===== src/rtl/noc_pkg.sv =====
// noc_pkg: shared widths, packet layout and handshake state encoding for the NoC send bridge.
package noc_pkg;
  localparam int NOC_ADDR_W = 7;
  localparam int NOC_DATA_W = 32;
  localparam int NOC_PKT_W  = 2 * NOC_ADDR_W + NOC_DATA_W;
  typedef struct packed {
    logic [NOC_ADDR_W-1:0] src;
    logic [NOC_ADDR_W-1:0] dest;
    logic [NOC_DATA_W-1:0] payload;
  } pkt_t;
  typedef enum logic [1:0] {IDLE, PUSH, ACK} state_t;
endpackage


===== src/rtl/noc_tx_fifo.sv =====
// noc_tx_fifo: first-word-fall-through packet queue with async reset.
//  clk, rst            clock, asynchronous active-high reset
//  wr_en, wr_data      push (ignored when full)
//  rd_en, rd_data      pop (ignored when empty); rd_data shows the head, 0 when empty
//  full, empty, count  occupancy status
module noc_tx_fifo #(
  parameter int W     = 46,
  parameter int DEPTH = 4
) (
  input  logic                       clk,
  input  logic                       rst,
  input  logic                       wr_en,
  input  logic [W-1:0]               wr_data,
  input  logic                       rd_en,
  output logic [W-1:0]               rd_data,
  output logic                       full,
  output logic                       empty,
  output logic [$clog2(DEPTH):0]     count
);
  localparam int AW = $clog2(DEPTH);
  logic [W-1:0]  mem [DEPTH];
  logic [AW-1:0] wp, rp;
  logic          wr, rd;
  // full/empty come from the registered count, so a same-cycle pop never frees a slot for a push
  assign full    = count == (AW+1)'(DEPTH);
  assign empty   = count == '0;
  assign wr      = wr_en && !full;
  assign rd      = rd_en && !empty;
  assign rd_data = empty ? '0 : mem[rp];
  always_ff @(posedge clk)
    if (wr) mem[wp] <= wr_data;
  always_ff @(posedge clk or posedge rst)
    if (rst) begin
      wp    <= '0;
      rp    <= '0;
      count <= '0;
    end else begin
      if (wr) wp <= wp + 1'b1;
      if (rd) rp <= rp + 1'b1;
      count <= count + {{AW{1'b0}}, wr} - {{AW{1'b0}}, rd};
    end
endmodule


===== src/rtl/noc_tx_bridge.sv =====
// noc_tx_bridge: Nios PIO 4-phase send handshake to NoC valid/ready injection port.
//  clk, reset           clock, asynchronous active-high reset
//  send_addr, send_data [7]=req, [6:0]=dest; payload held while req=1
//  ack                  handshake acknowledge to Nios
//  noc_valid, noc_ready, noc_data  injection port, noc_data={src,dest,payload}
//  tx_level             packets queued
module noc_tx_bridge
  import noc_pkg::*;
#(
  parameter int NODE_ID    = 0,
  parameter int ADDR_W     = 7,
  parameter int DATA_W     = 32,
  parameter int FIFO_DEPTH = 4
) (
  input  logic                          clk,
  input  logic                          reset,
  input  logic [7:0]                    send_addr,
  input  logic [DATA_W-1:0]             send_data,
  output logic                          ack,
  output logic                          noc_valid,
  input  logic                          noc_ready,
  output logic [2*ADDR_W+DATA_W-1:0]    noc_data,
  output logic [$clog2(FIFO_DEPTH):0]   tx_level
);
  logic [ADDR_W+DATA_W-1:0] hold;
  state_t                   state;
  logic                     full, empty, push, req;
  assign req       = send_addr[7];
  assign push      = state == PUSH && !full;
  assign noc_valid = !empty;
  // ACK is left only on req=0, so a held req can never re-enter IDLE and double-send
  always_ff @(posedge clk or posedge reset)
    if (reset) begin
      state <= IDLE;
      ack   <= 1'b0;
      hold  <= '0;
    end else begin
      case (state)
        IDLE: if (req) begin
          hold  <= {send_addr[ADDR_W-1:0], send_data};
          state <= PUSH;
        end
        PUSH: if (!full) begin
          ack   <= 1'b1;
          state <= ACK;
        end
        ACK: if (!req) begin
          ack   <= 1'b0;
          state <= IDLE;
        end
        default: state <= IDLE;
      endcase
    end
  noc_tx_fifo #(.W(2*ADDR_W+DATA_W), .DEPTH(FIFO_DEPTH)) u_fifo (
    .clk     (clk),
    .rst     (reset),
    .wr_en   (push),
    .wr_data ({ADDR_W'(NODE_ID), hold}),
    .rd_en   (noc_ready),
    .rd_data (noc_data),
    .full    (full),
    .empty   (empty),
    .count   (tx_level)
  );
endmodule


===== config.mk =====
export PLATFORM = sky130hd
export DESIGN_NAME = noc_tx_bridge
export DESIGN_NICKNAME = d
export VERILOG_FILES = /design/src/rtl/noc_pkg.sv /design/src/rtl/noc_tx_fifo.sv /design/src/rtl/noc_tx_bridge.sv
export SDC_FILE = /design/constraint.sdc
export NUM_CORES = 1
export LEC_CHECK = 0
export BUFFER_PORTS_ARGS = -buffer_cell sky130_fd_sc_hd__buf_2
export CORE_MARGIN = 2
export CORE_UTILIZATION = 58
export CTS_BUF_LIST = sky130_fd_sc_hd__clkbuf_8
export CTS_CLUSTER_SIZE = 14
export DETAILED_ROUTE_END_ITERATION = 8
export PLACE_DENSITY = 0.79
export RECOVER_POWER = 100
export SKIP_CTS_REPAIR_TIMING = 1
export SLEW_MARGIN = 20
export SYNTH_ARGS = -nofsm -noshare
export SYNTH_HDL_FRONTEND = slang
export SYNTH_SLANG_ARGS = --single-unit

===== constraint.sdc =====
create_clock -name clk -period 3.08 [get_ports clk]
set_clock_uncertainty 0.2 [all_clocks]
set_input_delay 0.616 -clock clk [delete_from_list [all_inputs] [get_ports clk]]
set_output_delay 0.616 -clock clk [all_outputs]
set_load 0.05 [all_outputs]

# Yosys cells after proc, flatten, opt, wreduce, memory -nomap -nowiden
# Memory sizes are Yosys's and may differ from the RTL's.
# Index checks and enable logic that the tools add are counted.
# totals
ff_bits	49
ram_bits	156
output_inout_bits	51
wordCells	38
n_memories	1
in_bits	43
# mem_list
memory	words	width	read_ports	rd_clocked_by_memory_dff	write_ports	line_no	source
u_fifo.mem	4	39	1	0	1	noc_tx_fifo.sv:21	logic [W-1:0] mem [DEPTH];
# op_classes
n_addsub	4
mux	10
n_eq_ne	6
reduce_logical	11
# op_table
cell	n
2-to-1 mux 46 bit	1
2-to-1 mux 2 bit	3
!= test 2 bit (second input constant)	3
case mux 2 bit (3 select lines)	1
AND reduction 3 bit	2
adder 2 x 1 -> 2 bit (second input constant)	2
2-to-1 mux 1 bit	4
adder 3 x 1 -> 3 bit	1
== test 3 bit (second input constant)	1
logical AND 1 bit	3
logical NOT 3 bit	1
subtractor 3 x 1 -> 3 bit	1
== test 2 x 1 -> 1 bit (second input constant)	1
== test 2 bit (second input constant)	1
logical NOT 1 bit	2
logical NOT 2 bit	1
case mux 1 bit (2 select lines)	1
AND reduction 2 bit	1
nonzero test 2 bit	1

# Depth between registers and ports, before layout
# depth
word_depth	6
depth_mapped	9
mapped_depth_nobuf	9

# Hierarchy
# Synthesis repeated with hierarchy kept, for this count alone.
# unflattened
cells_unflattened	425
hier_area_um2	8958.6
# by_module_without_submodules
module	seq_area_each_um2	cells_per_inst	area_each_um2	instances
noc_tx_fifo	5700.5	328	7352.1	1
noc_tx_bridge	1051.0	97	1606.5	1

# Worst setup path after synthesis
# No wires, ideal clock.
# synth_timing
kind	reg2out
from	reg u_fifo.count[1]
to	out noc_data[18]
arrival_ps	2070
setup_slack_ps	194
required_time_ps	2264
stages_incl_launch_ff	4
path_buffers	1
path_cell_list	dfrtp_1 or3_1 clkbuf_1 and2_1
# synth_between
elab_chain_len	2
# synth_lines
item	line_no	source
start, declared	noc_tx_fifo.sv:18	output logic [$clog2(DEPTH):0] count
start signal, assigned	noc_tx_fifo.sv:40	count <= count + {{AW{1'b0}}, wr} - {{AW{1'b0}}, rd};
logical NOT 3 bit	noc_tx_fifo.sv:26	assign empty = count == '0;
2-to-1 mux 46 bit	noc_tx_fifo.sv:29	assign rd_data = empty ? '0 : mem[rp];
end, declared	noc_tx_bridge.sv:22	output logic [2*ADDR_W+DATA_W-1:0] noc_data,
# No other way between the ends.

# Worst setup path in the final report
# layout_timing
from	reg u_fifo.rp[0]
to	out noc_data[34]
# layout_between
elab_chain_len	2
# layout_lines
item	line_no	source
start, declared	noc_tx_fifo.sv:22	logic [AW-1:0] wp, rp;
start signal, assigned	noc_tx_fifo.sv:39	if (rd) rp <= rp + 1'b1;
memory read (4 x 39 bit)	n/a	
2-to-1 mux 46 bit	noc_tx_fifo.sv:29	
# No other way between the ends.

==> out/results.ini <==
[outcome]
status = complete, no violations

[timing]
hold_viol = 0
fin_crit_ns = 3.003
drv_slew = 0
tns_ns = 0
period_share = 0.9750
max_clock_freq_mhz = 333.0
setup_viol = 0
worst_pin_slew_ns = 1.173
slew_headroom = 0.2182

[layout]
seq_area_um2 = 5916
fin_cells = 716
design_area_um2 = 9318
final_util = 0.6981
drive_above_1_share = 0.4185
multi_input_area_um2 = 1853
fillers = 855
n_antenna_cell = 0
final_nets = 564
syn2layout_area_growth_pct = 16.54

[global_route]
grt_pass1_vias = 4083
grt_overflow = 0
grt.total_usage = 0.1998
grt_pass1_wl_mm = 21.71
antenna_found_initial = 0
grt_start_max_net_pins = 42

[critical_path]
reg2regPathDepth = 4
crit_family = flip-flops
worstSetupPathType = register to output pin
r2r_slack_ns = 0.19
crit_fanout = 16
worstSetupEndpointType = output pin
worstPathCellList = buf_12, mux4_2, and2_1, buf_2
r2r_start = u_fifo.count[2]
cp-start-kind = register
critPathMaxStageDelay_ns = 0.54
required_ns = 2.26
critPathArrivalTime_ns = 2.19
critPathSlowestCell = dfrtp_4
path_buf_inv = 2
rr_endpoint = u_fifo.mem[1][5]

[die]
ios = 94
die-area_um2 = 14740
die-width_um = 121.4
rows = 42
die-height_um = 121.4
core_region_area_um2 = 13350
initial_core_util = 0.5990

[synthesis]
syn_inst = 384
synth_seq_cells = 205
syn_area_um2 = 7995
synth_top_area_share = 0.5859
postSynthAreaPerCell_um2 = 20.82
post_synth_main_area_contributors = edfxtp_1, dfrtp_1, mux4_2
synth_top_area_cell = edfxtp_1
yosys_warnings = 0
ys_types = 28
yosysSeqAreaShare = 0.7393

[detailed_routing]
drt_iter0_drc = 233
final_antenna_net_count = 0
drt_wl_total_mm = 13.89
drcViolationCount = 0
num_vias = 3865
wire_per_inst_um = 19.40
routed_via_density = 5.398
first_pass_iters = 4

[min_path]
worstHoldEndpoint = hold[8]
hold_class = input port to register
hold_depth = 2
holdCritStartpoint = send_data[8]

[placed_design]
hpwl_mm = 8.229
placed_cell_area_um2 = 8655
io_buffers = 86
dp.cells = 643
place.gp.congestion = 0.6867

[clocking]
numCtsBuffers = 34
cts.sinks = 205
cts_root_buf = clkbuf_8
clock_latency_ns = 0.50
cts_tree = done
clk_pin_slew_worst_paths_ns = 0.06
cts_buffer_depth = 3
htreeDepth = 2

[job]
cap_violations = 0

routing by layer:
| metal | vias up | part of all wire | track usage |
|---|---|---|---|
| li1 | 1732 | - | - |
| met2 | 120 | 0.49 | 0.3160 |
| met4 | 0 | 0.020 | 0.08118 |
| met5 | - | 0 | 0 |
| met1 | 1991 | 0.44 | 0.2764 |
| met3 | 22 | 0.053 | 0.04182 |
Yosys cell counts (all sizes together):
library cell / instances
a21o: 2
a21oi: 1
and2: 44
buf: 20
clkbuf: 4
conb: 1
dfrtp: 49
edfxtp: 156
fa: 1
ha: 6
inv: 7
mux2: 40
mux4: 39
nand2: 1
nand3: 1
nor2: 2
nor2b: 2
nor3b: 2
or3: 1
xnor2: 4
xor2: 1
worst max path at each step:
stage                   end       startpoint  depth (start not counted)
2_1_floorplan  noc_data[18]  u_fifo.count[1]                          3
3_3_place_gp   noc_data[22]     u_fifo.rp[0]                          4
3_5_place_dp   noc_data[22]     u_fifo.rp[0]                          4
4_1_cts        noc_data[22]     u_fifo.rp[0]                          4
5_1_grt        noc_data[34]     u_fifo.rp[0]                          4
6_report       noc_data[34]     u_fifo.rp[0]                          4
sequential cells by signal, summed over array words and instances (netlist names):
| name | count |
|---|---|
| u_fifo.mem | 156 |
| hold | 39 |
| u_fifo.count | 3 |
| state | 2 |
| u_fifo.rp | 2 |
| u_fifo.wp | 2 |
| ack | 1 |
cells by family (layout without fill, tap and decap cells):
group           Yosys count  count (layout)  share of synthesized area
compound gates            3               3                   0.002503
xor+xnor                  5               5                   0.005477
fa+ha+maj                 7               7                    0.01189
buf+inv                  31             181                    0.02973
flops                   205             205                     0.7393
mux                      79              79                     0.1667
other cells               1               7                  0.0004690
simple gates             53              53                    0.04397
placed cells by master (no fill, tap or decap), types with 6 or more instances in the layout:
cell type	instances
inv_1	21
dfrtp_1	47
conb_1	7
buf_4	15
buf_2	76
mux2_2	32
and2_1	39
mux2_1	8
clkbuf_8	41
clkbuf_2	13
mux4_2	38
ha_1	6
edfxtp_1	156
worst register-to-register path, delay by kind of cell (launching register included):
kind / cells / cell delay (ns)
flops: 1 / 0.40
simple gates: 3 / 1.43
buf+inv: 1 / 0.48
through the flow:
step                      setup slack (ns)  hold WS [ns]
final                              0.07693        0.1340
after floorplan                     0.1944        0.2693
after global placement              0.4794        0.2581
after global routing             -0.004709        0.1141
after CTS                         -0.08076      -0.07190
after detailed placement            0.4804        0.2675
cell type report:
class / instances / area share
inverters: 7 / 0.002820
well taps: 176 / 0.02363
repair buffers: 112 / 0.06768
multi-input cells: 154 / 0.1989
clock buffers: 41 / 0.06056
clock inverters: 21 / 0.01155
flip-flops and latches: 205 / 0.6349
Power is not shown: default switching activity piles up to over one toggle a cycle in this logic, so the estimate is an artifact.
